**config.mk**
```make
export PLATFORM = sky130hd
export DESIGN_NAME = tinyqv_mem_arbiter
export DESIGN_NICKNAME = d
export VERILOG_FILES = /design/src/rtl/tinyqv_mem_pkg.sv /design/src/rtl/tinyqv_streak_counter.sv /design/src/rtl/tinyqv_mem_arbiter.sv
export SDC_FILE = /design/constraint.sdc
export NUM_CORES = 1
export LEC_CHECK = 0
export CAP_MARGIN = 40
export CORE_ASPECT_RATIO = 1.2
export CORE_MARGIN = 5
export CORE_UTILIZATION = 47
export CTS_BUF_LIST = sky130_fd_sc_hd__clkbuf_2
export CTS_CLUSTER_DIAMETER = 100
export DETAILED_ROUTE_END_ITERATION = 12
export GPL_ROUTABILITY_DRIVEN = 0
export HOLD_SLACK_MARGIN = 0.03
export PLACE_DENSITY_LB_ADDON = 0.2
export SYNTH_ARGS = -nofsm -noshare
export SYNTH_HDL_FRONTEND = slang
export SYNTH_HIERARCHICAL = 1
export SYNTH_SLANG_ARGS = --single-unit
export TNS_END_PERCENT = 10
```
**constraint.sdc**
```tcl
create_clock -name clk -period 6 [get_ports clk]
set_input_delay 0.6 -clock clk [delete_from_list [all_inputs] [get_ports clk]]
set_output_delay 0.6 -clock clk [all_outputs]
set_load 0.02 [all_outputs]
```
**src/rtl/tinyqv_mem_pkg.sv**
```systemverilog
// Shared definitions for the tinyQV memory arbiter: FSM state codes,
// transfer size encodings and default widths.
package tinyqv_mem_pkg;

    localparam int ADDR_W_DEFAULT          = 24;
    localparam int MAX_DATA_STREAK_DEFAULT = 3;

    typedef logic [1:0] arb_state_t;

    localparam arb_state_t ST_IDLE  = 2'd0;
    localparam arb_state_t ST_INSTR = 2'd1;
    localparam arb_state_t ST_DATA  = 2'd2;
    localparam arb_state_t ST_ABORT = 2'd3;

    localparam logic [1:0] SIZE_BYTE = 2'd0;
    localparam logic [1:0] SIZE_HALF = 2'd1;
    localparam logic [1:0] SIZE_WORD = 2'd2;

endpackage

```
**src/rtl/tinyqv_streak_counter.sv**
```systemverilog
// Saturating count of consecutive data grants made while a fetch waits.
// clr has priority over inc; the count sticks at MAX once reached.
module tinyqv_streak_counter #(
    parameter int MAX = 3
) (
    input  logic clk,
    input  logic rst,
    input  logic inc,
    input  logic clr,
    output logic at_max
);

    localparam int W = (MAX < 1) ? 1 : $clog2(MAX + 1);
    localparam logic [W-1:0] MAX_CNT = W'(MAX);

    logic [W-1:0] cnt;

    always_ff @(posedge clk or posedge rst) begin
        if (rst) begin
            cnt <= '0;
        end else if (clr) begin
            cnt <= '0;
        end else if (inc && !at_max) begin
            cnt <= cnt + 1'b1;
        end
    end

    assign at_max = (cnt == MAX_CNT);

endmodule

```
**src/rtl/tinyqv_mem_arbiter.sv**
```systemverilog
// Shares one QSPI controller between the instruction-fetch and load/store ports.
// Handshake: a requester holds req and its payload stable until it sees a one-cycle ack; a req seen while its own ack is high is the old request and is ignored.
module tinyqv_mem_arbiter
    import tinyqv_mem_pkg::*;
#(
    parameter int ADDR_W          = ADDR_W_DEFAULT,
    parameter int MAX_DATA_STREAK = MAX_DATA_STREAK_DEFAULT
) (
    input  logic              clk,
    input  logic              rst,

    input  logic              instr_req,
    input  logic [ADDR_W-1:0] instr_addr,
    input  logic              instr_abort,
    output logic              instr_ack,
    output logic [31:0]       instr_rdata,

    input  logic              data_req,
    input  logic              data_write,
    input  logic [1:0]        data_size,
    input  logic [ADDR_W-1:0] data_addr,
    input  logic [31:0]       data_wdata,
    output logic              data_ack,
    output logic [31:0]       data_rdata,

    output logic              mem_start,
    output logic              mem_write,
    output logic [1:0]        mem_size,
    output logic [ADDR_W-1:0] mem_addr,
    output logic [31:0]       mem_wdata,
    output logic              mem_stop,
    input  logic              mem_done,
    input  logic [31:0]       mem_rdata,

    output logic              grant_data,
    output logic [1:0]        dbg_state
);

    arb_state_t state;

    logic instr_elig;
    logic data_elig;
    logic grant_d;
    logic grant_i;
    logic streak_inc;
    logic streak_clr;
    logic streak_at_max;

    assign instr_elig = instr_req && !instr_ack;
    assign data_elig  = data_req && !data_ack;

    // Data wins a tie unless it has already starved a waiting fetch long enough.
    assign grant_d = (state == ST_IDLE) && data_elig && (!instr_elig || !streak_at_max);
    assign grant_i = (state == ST_IDLE) && instr_elig && !grant_d;

    assign streak_inc = grant_d && instr_req;
    assign streak_clr = grant_i || (grant_d && !instr_req);

    tinyqv_streak_counter #(
        .MAX (MAX_DATA_STREAK)
    ) u_streak (
        .clk    (clk),
        .rst    (rst),
        .inc    (streak_inc),
        .clr    (streak_clr),
        .at_max (streak_at_max)
    );

    always_ff @(posedge clk or posedge rst) begin
        if (rst) begin
            state       <= ST_IDLE;
            mem_start   <= 1'b0;
            mem_stop    <= 1'b0;
            mem_write   <= 1'b0;
            mem_size    <= 2'd0;
            mem_addr    <= '0;
            mem_wdata   <= '0;
            instr_ack   <= 1'b0;
            instr_rdata <= '0;
            data_ack    <= 1'b0;
            data_rdata  <= '0;
        end else begin
            mem_start <= 1'b0;
            mem_stop  <= 1'b0;
            instr_ack <= 1'b0;
            data_ack  <= 1'b0;

            case (state)
                ST_IDLE: begin
                    if (grant_d) begin
                        mem_start <= 1'b1;
                        mem_write <= data_write;
                        mem_size  <= data_size;
                        mem_addr  <= data_addr;
                        mem_wdata <= data_wdata;
                        state     <= ST_DATA;
                    end else if (grant_i) begin
                        mem_start <= 1'b1;
                        mem_write <= 1'b0;
                        mem_size  <= SIZE_WORD;
                        mem_addr  <= instr_addr;
                        state     <= ST_INSTR;
                    end
                end

                ST_INSTR: begin
                    // An abort landing with the completion simply drops the word.
                    if (mem_done) begin
                        if (!instr_abort) begin
                            instr_ack   <= 1'b1;
                            instr_rdata <= mem_rdata;
                        end
                        state <= ST_IDLE;
                    end else if (instr_abort) begin
                        mem_stop <= 1'b1;
                        state    <= ST_ABORT;
                    end
                end

                ST_DATA: begin
                    if (mem_done) begin
                        data_ack <= 1'b1;
                        if (!mem_write) begin
                            data_rdata <= mem_rdata;
                        end
                        state <= ST_IDLE;
                    end
                end

                ST_ABORT: begin
                    if (mem_done) begin
                        state <= ST_IDLE;
                    end
                end

                default: state <= ST_IDLE;
            endcase
        end
    end

    assign grant_data = (state == ST_DATA);
    assign dbg_state  = state;

endmodule
```
Yosys cells after proc, flatten, opt, wreduce, memory -nomap -nowiden --
Cells that the tools add are included.
Storage, ports and cells: register bits after elaboration 131, input port bits 121
Operators by class: add/subtract/negate cells 1, equality and inequality tests 7, muxes and demuxes 25, bitwise logic cells 2, reductions and logical operators 26
Operators by type and width (number):
- $mux 24 | 2
- $mux 2 | 9
- $mux 1 | 13
- $logic_and 1x1->1 | 9
- $reduce_and 3->1 | 3
- $eq 2x2->1 const B | 3
- $logic_not 1->1 | 6
- $ne 3x3->1 const B | 2
- $pmux 2 s3 | 1
- $reduce_and 2->1 | 2
- $reduce_bool 2->1 | 2
- $add 2x1->2 const B | 1
- $eq 2x1->1 const B | 1
- $logic_not 2->1 | 1
- $logic_or 1x1->1 | 2
- $ne 2x1->1 const B | 1
- $not 1->1 | 2
- $reduce_or 2->1 | 1

Logic depth before layout (Yosys ltp) --
word-level depth 10, mapped depth 8

Hierarchy --
The synthesis kept the hierarchy.
Modules (own cells, without submodules):
- tinyqv_mem_arbiter | instances 1, cells each 379, area an instance 5565.3 µm², seq. area each 3228.1 µm²
- tinyqv_streak_counter | instances 1, cells each 11, area an instance 127.6 µm², seq. area each 50.0 µm²

Least setup slack after synthesis --
Ideal clock, no wire load.
path kind input -> register, from input data_req, to register u_streak.cnt[0], arrival time 2097 ps, required time 5875 ps, setup slack 3778 ps, cell stages on the path 7, path buffers 2, cell sequence or4b_1 > buf_6 > nor2_8 > buf_12 > and2_1 > nor2b_4 > mux2_4
Between the ends: elaborated cells on any way between the ends 11, those cells by class mux (1); reduce/logical (10)
RTL lines:
- start: declaration | RTL line tinyqv_mem_arbiter.sv:18 | input logic data_req,
- $logic_and 1x1->1 | RTL line tinyqv_mem_arbiter.sv:50 | assign data_elig = data_req && !data_ack;
- $logic_and 1x1->1 (2 in series) | RTL line tinyqv_mem_arbiter.sv:53 | assign grant_d = (state == ST_IDLE) && data_elig && (!instr_elig || !streak_at_max);
- $logic_and 1x1->1 | RTL line tinyqv_mem_arbiter.sv:56 | assign streak_inc = grant_d && instr_req;
- via streak_inc | RTL line tinyqv_mem_arbiter.sv:45 | logic streak_inc;
- $logic_and 1x1->1 | RTL line tinyqv_streak_counter.sv:23 | end else if (inc && !at_max) begin
- $reduce_bool 2->1 (no source line)
- end signal: assignment | RTL line tinyqv_streak_counter.sv:24 | cnt <= cnt + 1'b1;
- end: declaration | RTL line tinyqv_streak_counter.sv:16 | logic [W-1:0] cnt;
The timed path passes the listed nets, and every way through them passes these cells. A chain may end at the register's enable or synchronous reset.

Worst setup path after layout --
Same ends and word-level chain as after synthesis.

==> metrics.yaml <==
run_status:
  status: "completed"
worst_setup_path:
  critical_path_depth: 6
  crit_family: "simple AND/OR/NAND/NOR gates"
  slowest_delay_ns: 0.95
  worst_ep_required_time_ns: 6.55
  cp_cell_sequence: "clkdlybuf4s50_1 > or4b_1 > nor2_8 > and2_1 > nor2b_4 > mux2_4"
  cp_max_fo: 36
  slowest_stage: "clkdlybuf4s50_1"
  cp-end-kind: "register"
  crit_type: "primary input to register"
  cp-start-kind: "primary input"
  r2r_cells: 5
  cp_num_buf_inv: 1
  crit_arrival_ns: 3.59
logic_synthesis:
  syn_inst: 390
  yosys.cell_types.count: 37
  syn_avg_cell_area_sq_um: 14.60
  ys_seq_area_share_pct: 57.58
  syn_nets: 512
  synth.yosys.warnings: 6
  synthesis.area_sq_um: 5693
  ys_seq_elements: 131
sta:
  setup_violations: 0
  slew_violations: 0
  rsz0062_at_grt: "no"
  max_slew.worst_pin.slew_ns: 0.9347
  hold_viol_final: 0
  slew_headroom_pct: 37.50
  fmax_ghz: 0.3290
  setup_tns_ns: 0
  final.min_clock_period_ns: 3.039
  finClkSkew_ns: 0.04290
  period_share_pct: 50.66
  fin_hold_ws_ns: 0.1903
  fin_ws_ns: 2.961
placement:
  placed_cell_area_sq_um: 8317
  portBuffers: 250
  dpl.hpwl_mm: 12.03
  place_ws_ns: 2.307
  place_inst: 775
power:
  pwr-share-comb_pct: 54.1
  power.share.sequential_pct: 34.1
  p_leak_nw: 3.585
  power.density_nw_per_um2: 543.5
  p_int_w: 0.002867
  p_switching_w: 0.001786
  vdd_drop_max_v: 0.0003233
  clkPwrFrac_pct: 11.8
  switching_share_pct: 38.38
layout:
  multi_input_area_sq_um: 2210
  nFillCells: 870
  syn_to_final_growth_pct: 50.37
  diodes: 0
  drive_gt1_share_pct: 22.60
  post_layout_nonfiller_instances: 807
  register_area_sq_um: 3278
  nets: 755
  post-route-cell-area_sq_um: 8561
clocking:
  htreeDepth: 4
  worstSkewPairLatency_ns: 0.66
  tritoncts: "done"
  cts_resized: 0
  clock_sinks: 131
  root_buffer: "clkbuf_2"
  cts_setup_buffers: 0
  clkTransAtPathRegs_ns: 0.20
  postCtsHoldBufs: 0
  cts_buffer_depth: 2
  numCtsBuffers: 17
die:
  num_rows: 44
  die_h_microns: 130.6
  die_x_microns: 110.5
  num_io_pins: 251
  die_area_sq_um: 14420
  start_util_pct: 47.44
  coreArea_sq_um: 12000
min_path:
  hp-class: "primary input to async pin"
routing:
  detail-route-antenna-nets: 0
  routedWlPerCell_microns: 20.65
  drc: 0
  drt-total-wl_mm: 16.67
  viasPerCell: 5.444
  vias: 4393
  drt-initial-drc-count: 140
  drtPass1Iterations: 4
flow_run:
  drv_cap: 0
grt:
  grt_pass1_wl_mm: 26.30
  global_route.usage.met3_pct: 9.903
  busiest_layer: "met2"
  grt_usage_pct: 22.96
  grt.met2_usage_pct: 37.93
  grt_max_degree: 58
  overflow: 0
  grtUsageMet1_pct: 27.40
  grt_pass1_vias: 4881
  antenna_found_initial: 0
-- flip-flops by register name, indices dropped and copies added (netlist names) --
signal and flops:
data_ack 1, data_rdata 32, dbg_state 2, instr_ack 1
instr_rdata 32, mem_addr 24, mem_size 2, mem_start 1
mem_stop 1, mem_wdata 32, mem_write 1, u_streak/cnt 2
-- per-layer routing --
layer | wire [microns] | up-vias
met2 | 8335 | 229
met3 | 1631 | 24
met4 | 329 | 0
met1 | 6371 | 2196
met5 | 0 | -
li1 | - | 1944
-- logic make-up after synthesis --
logic type / count (synthesis) / share of synthesized area, %
adders and majority gates: 1 / 0.2197
DFF: 131 / 57.58
muxes: 97 / 20.97
AOI/OAI and AO/OA: 81 / 10.64
and+or+nand+nor: 43 / 6.857
buffers and inverters: 37 / 3.736
-- worst register-to-register path, stage by stage (launching register included) --
cell and delay, ns:
dfrtp_1 0.68, or4b_1 0.78, nor2_8 0.64, and2_1 0.27, nor2b_4 0.17, mux2_4 0.30
-- cells in the mapped netlist --
library cell / count / share of area, %
and2_1: 1 / 0.11
o32a_1: 1 / 0.18
mux2_2: 68 / 13
o21ai_0: 25 / 2.2
a22o_1: 2 / 0.31
nor4b_1: 1 / 0.15
or4b_1: 1 / 0.18
and2b_1: 1 / 0.13
mux2_4: 27 / 7.1
nor2_8: 1 / 0.35
nand4bb_1: 1 / 0.20
buf_4: 2 / 0.26
clkbuf_1: 19 / 1.3
buf_12: 3 / 1.1
or2b_2: 1 / 0.15
dfrtp_1: 131 / 58
or2_2: 1 / 0.11
inv_2: 1 / 0.066
buf_6: 1 / 0.20
mux2_1: 2 / 0.40
and3b_2: 5 / 0.88
a2bb2oi_1: 24 / 3.7
ha_1: 1 / 0.22
buf_2: 8 / 0.70
nor4b_4: 1 / 0.42
inv_1: 3 / 0.20
nor2_1: 2 / 0.13
a221oi_1: 24 / 3.7
o32ai_1: 1 / 0.15
nand2b_1: 2 / 0.22
nand3b_1: 1 / 0.13
and3b_1: 21 / 3.2
o22ai_1: 1 / 0.11
a21oi_1: 2 / 0.18
nor2b_4: 1 / 0.24
nor2b_1: 2 / 0.22
a21o_1: 1 / 0.13
-- path summary, 6_finish.rpt --
check | to | slack, ns | start
worst max-delay path | u_streak/cnt[0] | 2.96 | data_req
worst min-delay path | u_streak/cnt[0] | 0.19 | rst
worst max register to register | u_streak/cnt[0] | 3.10 | data_ack
worst min register to register | data_rdata[28] | 0.53 | data_rdata[28]
max in group asynchronous | instr_rdata[31] | 4.39 | rst
min in group clk | mem_addr[16] | 0.48 | instr_addr[16]
-- stage by stage --
step,util (%),total power [W]
2_1_floorplan,-,0.002957
6_report,71.33,0.004653
3_3_place_gp,68.53,0.004026
3_5_place_dp,69.30,0.004134
4_1_cts,71.33,0.004697
5_1_grt,71.33,0.004909
-- layout make-up --
type / instances / share of cell area (%)
tap: 161 / 2.353
multi-input combinational: 222 / 25.81
timing repair buffer: 257 / 30.49
sequential: 131 / 38.29
clock inverter: 14 / 1.798
clock buffer: 18 / 1.052
inverter: 4 / 0.2046
-- layout by cell type (no fill, tap or decap), types with 2 or more instances in the layout --
cell type,count
mux2_2,68
bufinv_16,2
dfrtp_1,131
clkinvlp_4,5
and3b_1,21
nand2b_1,2
buf_4,2
clkdlybuf4s50_1,250
and3b_2,5
a2bb2oi_1,24
mux2_1,2
a22o_1,2
nor2b_4,2
a221oi_1,24
nor2_1,2
a21oi_1,2
clkbuf_2,18
buf_8,3
inv_6,5
mux2_4,27
inv_1,2
o21ai_0,25
-- power groups by stage --
| stage | clock, W | combinational [W] | sequential, W |
|---|---|---|---|
| final | 0.000551 | 0.00252 | 0.00158 |
| after global routing | 0.000614 | 0.00266 | 0.00164 |
| after CTS | 0.000567 | 0.00255 | 0.00158 |
| after detailed placement | 0 | 0.00253 | 0.00160 |
| after global placement | 0 | 0.00246 | 0.00157 |
| after floorplan | 0 | 0.000874 | 0.00208 |
Note: power is estimated with default switching activity, not from simulation.
